==> src/rtl/approx_prefix_adder_pipe_pkg.sv <==
// Shared types and helpers for the pipelined approximate/exact prefix adder.
package approx_prefix_adder_pipe_pkg;

    localparam int DEF_WIDTH    = 16;
    localparam int DEF_APX_BITS = 8;
    localparam int DEF_CNT_W    = 16;
    localparam int STAGES       = 2;

    // Generate/propagate pair carried through the prefix network
    typedef struct packed {
        logic g;
        logic p;
    } gp_t;

    // Prefix combine: hi covers the more significant span, lo the less significant one
    function automatic gp_t prefix_op(gp_t hi, gp_t lo);
        gp_t r;
        r.g = hi.g | (hi.p & lo.g);
        r.p = hi.p & lo.p;
        return r;
    endfunction

    // Largest power of two strictly below n (1 for n <= 2); top level of the tree
    function automatic int top_pow2(int n);
        int d;
        d = 1;
        while (d * 2 < n) d = d * 2;
        return d;
    endfunction

endpackage

==> src/rtl/approx_prefix_adder_pipe_bk_prefix_tree.sv <==
// Exact Brent-Kung carry tree over N bits with carry-in.
// c[i] is the carry out of bit i (into bit i+1); c[N-1] is the final carry.
module bk_prefix_tree
    import approx_prefix_adder_pipe_pkg::*;
#(
    parameter int N = 8
) (
    input  logic [N-1:0] g,
    input  logic [N-1:0] p,
    input  logic         cin,
    output logic [N-1:0] c
);

    localparam int TOPD = top_pow2(N);

    gp_t [N-1:0] node;

    // Fold cin into bit 0, then up-sweep / down-sweep to get inclusive prefixes
    always_comb begin
        for (int i = 0; i < N; i++) begin
            node[i].g = g[i];
            node[i].p = p[i];
        end
        node[0].g = g[0] | (p[0] & cin);
        // up-sweep: node[k*2d+2d-1] absorbs the span of length d below it
        for (int d = 1; d < N; d = d * 2) begin
            for (int i = 2 * d - 1; i < N; i = i + 2 * d) begin
                node[i] = prefix_op(node[i], node[i - d]);
            end
        end
        // down-sweep: fill the remaining positions from completed prefixes
        for (int d = TOPD; d >= 1; d = d / 2) begin
            for (int i = 3 * d - 1; i < N; i = i + 2 * d) begin
                node[i] = prefix_op(node[i], node[i - d]);
            end
        end
        for (int i = 0; i < N; i++) begin
            c[i] = node[i].g;
        end
    end

endmodule

==> src/rtl/approx_prefix_adder_pipe.sv <==
// Pipelined adder: windowed approximate carry in the low APX_BITS bits, exact
// Brent-Kung carries above, exact reference for error flagging, saturating
// error counter. Two register stages with valid/ready flow control.
module approx_prefix_adder_pipe
    import approx_prefix_adder_pipe_pkg::*;
#(
    parameter int WIDTH    = DEF_WIDTH,
    parameter int APX_BITS = DEF_APX_BITS,
    parameter int CNT_W    = DEF_CNT_W
) (
    input  logic             clk,
    input  logic             rst_n,
    input  logic             in_valid,
    output logic             in_ready,
    input  logic [WIDTH-1:0] a,
    input  logic [WIDTH-1:0] b,
    input  logic             cin,
    input  logic             exact_mode,
    output logic             out_valid,
    input  logic             out_ready,
    output logic [WIDTH-1:0] sum,
    output logic             cout,
    output logic             approx_err,
    input  logic             clr_stats,
    output logic [CNT_W-1:0] err_cnt
);

    localparam int EXW = WIDTH - APX_BITS;
    localparam logic [CNT_W-1:0] CNT_MAX = '1;

    logic              advance;
    logic [STAGES:1]   vld_pipe;     // [1] = stage-1 valid, [2] = out_valid
    logic [WIDTH-1:0]  s1_a, s1_b;
    logic              s1_cin, s1_exact;

    // Whole pipe moves together; stalls only when the output is held
    assign advance   = !out_valid | out_ready;
    assign in_ready  = advance;
    assign out_valid = vld_pipe[2];

    // Stage 1: capture operands on advance
    always_ff @(posedge clk) begin
        if (!rst_n) begin
            vld_pipe[1] <= 1'b0;
            s1_a        <= '0;
            s1_b        <= '0;
            s1_cin      <= 1'b0;
            s1_exact    <= 1'b0;
        end else if (advance) begin
            vld_pipe[1] <= in_valid & advance;
            s1_a        <= a;
            s1_b        <= b;
            s1_cin      <= cin;
            s1_exact    <= exact_mode;
        end
    end

    logic [WIDTH-1:0] g, p;
    logic [WIDTH:0]   c_apx;         // carries into each bit of the approximate path
    logic [WIDTH-1:0] ref_co;        // exact carries out of each bit
    logic [WIDTH-1:0] apx_sum, ref_sum, res_sum;
    logic             apx_cout, ref_cout, res_cout, res_err;

    assign g        = s1_a & s1_b;
    assign p        = s1_a ^ s1_b;
    assign c_apx[0] = s1_cin;

    // Two-bit lookahead window: a carry only survives one propagate position
    for (genvar i = 0; i < APX_BITS; i++) begin : gen_win
        if (i == 0) begin : gen_lsb
            assign c_apx[1] = g[0] | (p[0] & s1_cin);
        end else begin : gen_mid
            assign c_apx[i+1] = g[i] | (p[i] & g[i-1]);
        end
    end

    // Exact upper region seeded by the (possibly wrong) boundary carry
    if (EXW > 0) begin : gen_hi
        bk_prefix_tree #(.N(EXW)) u_hi (
            .g   (g[WIDTH-1:APX_BITS]),
            .p   (p[WIDTH-1:APX_BITS]),
            .cin (c_apx[APX_BITS]),
            .c   (c_apx[WIDTH:APX_BITS+1])
        );
    end

    // Full-width exact reference, also serves exact_mode results
    bk_prefix_tree #(.N(WIDTH)) u_ref (
        .g   (g),
        .p   (p),
        .cin (s1_cin),
        .c   (ref_co)
    );

    assign apx_sum  = p ^ c_apx[WIDTH-1:0];
    assign apx_cout = c_apx[WIDTH];
    assign ref_sum  = p ^ {ref_co[WIDTH-2:0], s1_cin};
    assign ref_cout = ref_co[WIDTH-1];
    assign res_sum  = s1_exact ? ref_sum  : apx_sum;
    assign res_cout = s1_exact ? ref_cout : apx_cout;
    assign res_err  = !s1_exact && ({apx_cout, apx_sum} != {ref_cout, ref_sum});

    // Stage 2: result registers, held while the consumer stalls
    always_ff @(posedge clk) begin
        if (!rst_n) begin
            vld_pipe[2] <= 1'b0;
            sum         <= '0;
            cout        <= 1'b0;
            approx_err  <= 1'b0;
        end else if (advance) begin
            vld_pipe[2] <= vld_pipe[1];
            sum         <= res_sum;
            cout        <= res_cout;
            approx_err  <= res_err;
        end
    end

    // Saturating count of delivered erroneous results; clear wins
    always_ff @(posedge clk) begin
        if (!rst_n) begin
            err_cnt <= '0;
        end else if (clr_stats) begin
            err_cnt <= '0;
        end else if (out_valid && out_ready && approx_err && err_cnt != CNT_MAX) begin
            err_cnt <= err_cnt + CNT_W'(1);
        end
    end

endmodule
==> config.mk <==
export PLATFORM = sky130hd
export DESIGN_NAME = approx_prefix_adder_pipe
export DESIGN_NICKNAME = d
export VERILOG_FILES = /design/src/rtl/approx_prefix_adder_pipe_pkg.sv /design/src/rtl/approx_prefix_adder_pipe_bk_prefix_tree.sv /design/src/rtl/approx_prefix_adder_pipe.sv
export SDC_FILE = /design/constraint.sdc
export NUM_CORES = 1
export LEC_CHECK = 0
export BUFFER_PORTS_ARGS = -buffer_cell sky130_fd_sc_hd__buf_2
export CAP_MARGIN = 10
export CORE_ASPECT_RATIO = 1.4
export CORE_MARGIN = 3
export CORE_UTILIZATION = 56
export CTS_CLUSTER_DIAMETER = 120
export DETAILED_ROUTE_END_ITERATION = 10
export PLACE_DENSITY_LB_ADDON = 0.3
export SLEW_MARGIN = 20
export SYNTH_ARGS = -nofsm -noshare
export SYNTH_HDL_FRONTEND = slang
export SYNTH_SLANG_ARGS = --single-unit
==> constraint.sdc <==
create_clock -name clk -period 4.14 [get_ports clk]
set_input_delay 1.242 -clock clk [delete_from_list [all_inputs] [get_ports clk]]
set_output_delay 1.242 -clock clk [all_outputs]
set_load 0.03 [all_outputs]
==> qor.yml, run 1 <==
global_routing:
  grt_util_all_layers_pct: 21.6
  overflow: 0
  grt_pass1_vias: 3190
  grt_max_degree: 66
  grt_pass1_wl_mm: 14.1
  grt_antenna_before_repair: 0
clock_network:
  cts_made_buffers: 9
  clockRootBuffer: "clkbuf_8"
  clk_pin_slew_ps: 80
  cts_sinks: 70
  cts_tree: "built"
  clock_latency_ps: 350
  holdBufCountCts: 0
  htree_levels: 3
  cts_resized: 0
  cts_buffer_depth: 2
  postCtsSetupBuffers: 0
sta:
  drv_slew: 0
  fmax_mhz: 271
  slew_headroom_pct: 32.3
  finalSetupViolCount: 0
  period_minus_slack_ps: 3690
  fin_ws_ps: 449
  fin_crit_sh_pct: 89.2
  finClkSkew_ps: 9.82
  max_slew.worst_pin.slew_ps: 1010
  final-hold-violation-count: 0
  fin_tns_setup_ps: 0
  rsz0062_at_grt: "false"
pwr:
  max-vdd-ir-drop_v: 0.000251
  power.switching_mw: 0.495
  p_int_mw: 1.26
  leakage_nw: 2.10
  powerDensity_nw_per_um2: 383
  p_sw_share_pct: 28.2
  seq_power_share_pct: 42.7
  p_comb_share_pct: 18.7
  clkPwrFrac_pct: 38.6
run:
  cap_viol_max_count: 0
run_status:
  status: "completed"
synthesis:
  async_reset_ff_share_pct: 0
  synth-edff-count: 0
  syn-num-nets: 525
  synth-main-ff-cell: "dfxtp_1"
  synthesis.area_um2: 3920
  yosysWarnings: 0
  synth.distinct_cells: 40
  syn_avg_cell_area_um2: 8.62
  synth_cells: 455
  yosysSeqAreaShare_pct: 35.7
  ys_seq_elements: 70
die:
  die_h_um: 105
  die-area_um2: 8050
  core_um2: 6700
  start_util_pct: 58.5
  die_w_um: 76.7
  io-pin-count: 75
  rows: 35
setup_path:
  crit_path_start: "s1_a[0]"
  worst_setup_path_end_kind: "register"
  path_max_fanout: 3
  reg2reg_from: "s1_a[0]"
  cp_data_arrival_time_ps: 3930
  cp_slowest_stage_delay_ps: 490
  crit_buf_inv: 1
  crit_family: "adder cells"
  required_ps: 4380
  worstPathCellList: "fa_1 -> inv_1 -> fa_1 -> nor2b_1 -> o2111ai_1 -> a21oi_1 -> or2_1 -> a21o_1 -> a221oi_2 -> fa_1 -> xor2_1 -> nor4_1 -> nand4_1 -> nor3_1 -> a21oi_1"
  crit_top_cell: "fa_1"
  critPathKind: "reg -> reg"
  worstSetupStartpointType: "register"
  cpMaxStageDelayCell: "fa_1"
placement:
  pre_cts_slack_ps: 445
  dpl.hpwl_mm: 6.13
  gp_congestion: 0.816
  port_buffers: 74
detailed_routing:
  drtIter0Drc: 105
  wl_mm: 8.17
  drc_errors: 0
  wl_per_cell_um: 13.3
  drtAntennaViolNets: 0
  vias: 3199
  drt-pass1-iter-count: 6
  viasPerCell: 5.19
cells_and_area:
  fillers: 569
  nets: 589
  area_growth_pct: 16.7
  fin_util_pct: 68.3
  drive_gt1_share_pct: 19.1
  num_antenna_cells: 0
worst_hold_path:
  hold_path_class: "reg -> reg"
  min-delay-start: "s1_b[7]"
-- stage by stage --
| step | hold slack, ps | cells | power [mW] | instance area (um2) |
|---|---|---|---|---|
| after floorplan | 441 | 455 | 1.00 | 3920 |
| after global placement | 446 | 600 | 1.08 | 4330 |
| after detailed placement | 455 | 600 | 1.09 | 4330 |
| after CTS | 469 | 616 | 1.77 | 4570 |
| after global routing | 488 | 616 | 1.84 | 4570 |
| final | 466 | 616 | 1.75 | 4570 |
-- layout by cell type, fill, tap and decap left out, types with 3 or more instances in the layout --
master,netlist,routed
buf_2,2,74
and3_1,7,7
bufinv_16,0,3
o211ai_1,3,3
nand3_1,7,7
a21oi_1,15,15
o21ai_0,10,10
ha_1,17,17
a31oi_1,4,4
xnor2_1,17,17
xor2_1,22,22
o211a_1,9,9
nor2_1,21,21
clkbuf_8,0,9
nor2b_1,4,3
fa_1,14,14
nand4_1,8,8
nand2b_1,7,7
buf_4,0,3
mux2i_1,10,10
dfxtp_1,70,70
inv_1,25,25
a21o_1,4,4
a21boi_0,40,40
nand2_1,100,100
-- final cells by class --
| class | count | area, um2 | share of cell area, % |
|---|---|---|---|
| multi-input combinational | 335 | 2320 | 50.8 |
| sequential | 70 | 1400 | 30.6 |
| timing repair buffer | 77 | 393 | 8.59 |
| clock buffer | 9 | 124 | 2.71 |
| clock inverter | 7 | 120 | 2.63 |
| tap | 92 | 115 | 2.52 |
| inverter | 26 | 97.6 | 2.13 |
-- registers in the layout, summed over array words and instances, names as in the netlist --
| register | flops |
|---|---|
| err_cnt | 16 |
| s1_a | 16 |
| s1_b | 16 |
| sum | 16 |
| approx_err | 1 |
| cout | 1 |
| out_valid | 1 |
| s1_cin | 1 |
| s1_exact | 1 |
| vld_pipe | 1 |
-- worst paths after layout --
| path | depth (start not counted) | endpoint | slack (ps) |
|---|---|---|---|
| worst max-delay path | 15 | approx_err | 450 |
| worst min-delay path | 2 | s1_b[7] | 470 |
| worst max register to register | 15 | approx_err | 450 |
| worst min register to register | 2 | s1_b[7] | 470 |
-- synthesized netlist by cell type, types with 2 or more instances --
| master | count | share of area (%) |
|---|---|---|
| nand2b_1 | 7 | 1.1 |
| o211a_1 | 9 | 2.3 |
| buf_1 | 4 | 0.38 |
| ha_1 | 17 | 5.4 |
| a21boi_0 | 40 | 7.7 |
| a21oi_1 | 15 | 1.9 |
| nor2_1 | 21 | 2.0 |
| clkbuf_1 | 17 | 1.6 |
| o211ai_1 | 3 | 0.57 |
| a31oi_1 | 4 | 0.64 |
| a21o_1 | 4 | 0.77 |
| inv_1 | 25 | 2.4 |
| and3_1 | 7 | 1.1 |
| dfxtp_1 | 70 | 36 |
| nand2_1 | 100 | 9.6 |
| nor2b_1 | 4 | 0.64 |
| nand4_1 | 8 | 1.3 |
| buf_2 | 2 | 0.26 |
| fa_1 | 14 | 7.1 |
| xnor2_1 | 17 | 3.8 |
| nand3_1 | 7 | 0.89 |
| nor3_1 | 2 | 0.26 |
| o21ai_0 | 10 | 1.3 |
| o21a_1 | 2 | 0.38 |
| xor2_1 | 22 | 4.9 |
| mux2i_1 | 10 | 2.6 |
-- power by group through the flow --
stage | combinational [mW] | sequential [mW] | clock (mW)
floorplan | 0.206 | 0.795 | 0
global placement | 0.323 | 0.761 | 0
detailed placement | 0.330 | 0.763 | 0
CTS | 0.332 | 0.748 | 0.687
global route | 0.366 | 0.754 | 0.716
finish | 0.328 | 0.748 | 0.676
-- worst register-to-register path, delay by kind of cell (launching register included) --
family | cells | cell delay (ps)
fa+ha+maj | 3 | 1130
compound gates | 5 | 970
simple gates | 5 | 890
flops | 1 | 350
xor+xnor | 1 | 160
buf+inv | 1 | 80
-- routing by layer --
layer | global-route usage, % | vias to the layer above | part of all wire [%]
met3 | 3.97 | 14 | 3.9
met4 | 9.07 | 0 | 2.2
li1 | - | 1642 | -
met1 | 25.7 | 1471 | 45
met5 | 0 | - | 0
met2 | 37.8 | 72 | 49
-- cell families after synthesis --
family | count (synthesis) | synth area share (%)
AOI/OAI and AO/OA | 93 | 17.0
xor gates and xnor gates | 39 | 8.71
adders and majority gates | 31 | 12.6
buffers and inverters | 50 | 5.04
DFF | 70 | 35.7
muxes | 10 | 2.55
and+or+nand+nor | 162 | 18.4
(Power assumes the default switching activity.)
==> run 2: changes to the inputs <==
BUFFER_PORTS_ARGS = -buffer_cell sky130_fd_sc_hd__clkbuf_2   (was -buffer_cell sky130_fd_sc_hd__buf_2)
clock period = 3.9 ns   (was 4.14 ns; I/O delays follow)
==> qor.yml, run 2 (synthesis results as in run 1) <==
sta:
  fin_tns_setup_ps: 0  # unchanged
  max_slew.worst_pin.slew_ps: 1020  # +6.28 ps
  period_minus_slack_ps: 3600  # -91.1 ps
  finClkSkew_ps: 11.6  # +1.73 ps
  rsz0062_at_grt: "false"
  fin_crit_sh_pct: 92.3  # +3.2 points
  fmax_mhz: 278  # +2.5%
  slew_headroom_pct: 31.9  # -0.42 points
  finalSetupViolCount: 0  # unchanged
  drv_slew: 0  # unchanged
  final-hold-violation-count: 0  # unchanged
global_routing:
  grt_pass1_wl_mm: 14.2  # +0.29%
  grt_util_all_layers_pct: 21.7  # +0.022 points
  overflow: 0  # unchanged
  grt_antenna_before_repair: 0  # unchanged
  grt_max_degree: 66  # unchanged
  grt_pass1_vias: 3187  # -0.094%
setup_path:
  critPathKind: "reg -> reg"
  crit_path_start: "s1_a[0]"
  required_ps: 4120  # -260 ps
  crit_family: "adder cells"
  crit_buf_inv: 1  # unchanged
  worst_setup_path_end_kind: "register"
  path_max_fanout: 3  # unchanged
  crit_end: "approx_err"
  cp_data_arrival_time_ps: 3820  # -110 ps
  reg2reg_slack_ps: 300  # -150 ps
  cp_slowest_stage_delay_ps: 480  # about the same
  reg2reg_depth: 15  # unchanged
  crit_top_cell: "fa_1"
  cpMaxStageDelayCell: "fa_1"
  path_depth: 15  # unchanged
  rr_endpoint: "approx_err"
  reg2reg_from: "s1_a[0]"
  worstSetupStartpointType: "register"
  worstPathCellList: "fa_1 -> inv_1 -> fa_1 -> nor2b_1 -> o2111ai_1 -> a21oi_1 -> or2_1 -> a21o_1 -> a221oi_2 -> fa_1 -> xor2_1 -> nor4_1 -> nand4_1 -> nor3_1 -> a21oi_1"
cells_and_area:
  area_growth_pct: 15.8
  nets: 589  # unchanged
  final_cell_mix: "100 x nand2_1, 74 x clkbuf_2, 70 x dfxtp_1"
  num_antenna_cells: 0  # unchanged
  final_common_cell: "nand2_1"
  drive_gt1_share_pct: 19.3  # +0.19 points
detailed_routing:
  drtAntennaViolNets: 0  # unchanged
  wl_per_cell_um: 13.5  # +1.4%
  drt-pass1-iter-count: 4  # -2
  drc_errors: 0  # unchanged
  viasPerCell: 5.25  # +1.2%
  wl_mm: 8.29  # +1.4%
  drtIter0Drc: 186  # +77%
  vias: 3237  # +1.2%
placement:
  gp_congestion: 0.855  # +4.8%
  port_buffers: 74  # unchanged
  dpl.hpwl_mm: 6.28  # +2.6%
die:
  die_h_um: 105  # unchanged
  rows: 35  # unchanged
  die-area_um2: 8050  # unchanged
  io-pin-count: 75  # unchanged
  core_um2: 6700  # unchanged
  die_w_um: 76.7  # unchanged
  start_util_pct: 58.5  # unchanged
clock_network:
  htree_levels: 3  # unchanged
  clk_pin_slew_ps: 80  # about the same
  clockRootBuffer: "clkbuf_8"
  cts_tree: "built"
  cts_made_buffers: 9  # unchanged
  clock_latency_ps: 340  # about the same
  holdBufCountCts: 0  # unchanged
  cts_buffer_depth: 2  # unchanged
  cts_sinks: 70  # unchanged
  cts_resized: 0  # unchanged
  postCtsSetupBuffers: 0  # unchanged
worst_hold_path:
  hold_path_class: "reg -> reg"
run_status:
  status: "completed"
run:
  cap_viol_max_count: 0  # unchanged
pwr:
  powerDensity_nw_per_um2: 382  # about the same
  p_total_mw: 1.74  # -0.83%
  max-vdd-ir-drop_v: 0.000356  # +42%
  leakage_nw: 2.07  # -1.5%
[run 2: cell types whose count changed in the layout (fill, tap and decap cells not counted)]
cell       before  now
a21oi_1        15   14
buf_2          74    0
clkbuf_2        0   74
clkinv_4        0    2
inv_6           2    1
bufinv_16       3    1
clkbuf_8        9   10
a21oi_2         1    2
[run 2: layer usage]
metal | routed length [um] | part of all wire (%) | vias to the layer above | GRT usage [%]
met4 | 143 | 1.7 | 0 | 8.55
met3 | 321 | 3.9 | 11 | 4.14
met2 | 4230 | 51 | 77 | 37.7
li1 | - | - | 1639 | -
met5 | 0 | 0 | - | 0
met1 | 3590 | 43 | 1510 | 26.0
[run 2: worst reg2reg max path, stage by stage (launching register included)]
cell	delay, ps
dfxtp_1	340
fa_1	420
inv_1	80
fa_1	210
nor2b_1	70
o2111ai_1	230
a21oi_1	140
or2_1	270
a21o_1	220
a221oi_2	280
fa_1	480
xor2_1	160
nor4_1	170
nand4_1	130
nor3_1	180
a21oi_1	80
[run 2: worst min-delay path by stage]
stage | end | from | slack [ps] | cells after the start
6_report | sum[10] | sum[10] | 470 | 2
5_1_grt | s1_b[3] | s1_b[3] | 490 | 2
4_1_cts | sum[10] | sum[10] | 470 | 2
3_5_place_dp | sum[10] | sum[10] | 460 | 2
3_3_place_gp | out_valid | vld_pipe[1] | 450 | 1
2_1_floorplan | out_valid | vld_pipe[1] | 440 | 1
[run 2: cell type report]
cell class | instances | area, um2
fill | 549 | 2160
clock buffer | 10 | 138
multi-input combinational | 335 | 2330
timing repair buffer | 77 | 393
sequential | 70 | 1400
inverter | 26 | 97.6
clock inverter | 6 | 68.8
tap | 92 | 115
[run 2: power breakdown]
part           total [mW]  internal (mW)  switching, mW
Sequential          0.795          0.760         0.0354
Clock               0.594          0.316          0.278
Combinational       0.348          0.145          0.202
[run 2: per-stage QoR]
| step | std cells | setup WS (ps) | area [um2] | hold WS, ps | util (%) |
|---|---|---|---|---|---|
| 2_1_floorplan | 455 | 541 | 3920 | 441 | - |
| 3_3_place_gp | 600 | 380 | 4330 | 448 | 64.6 |
| 3_5_place_dp | 600 | 257 | 4330 | 459 | 64.6 |
| 4_1_cts | 616 | 237 | 4540 | 468 | 67.7 |
| 5_1_grt | 616 | 4.55 | 4540 | 492 | 67.8 |
| 6_report | 616 | 300 | 4540 | 470 | 67.8 |
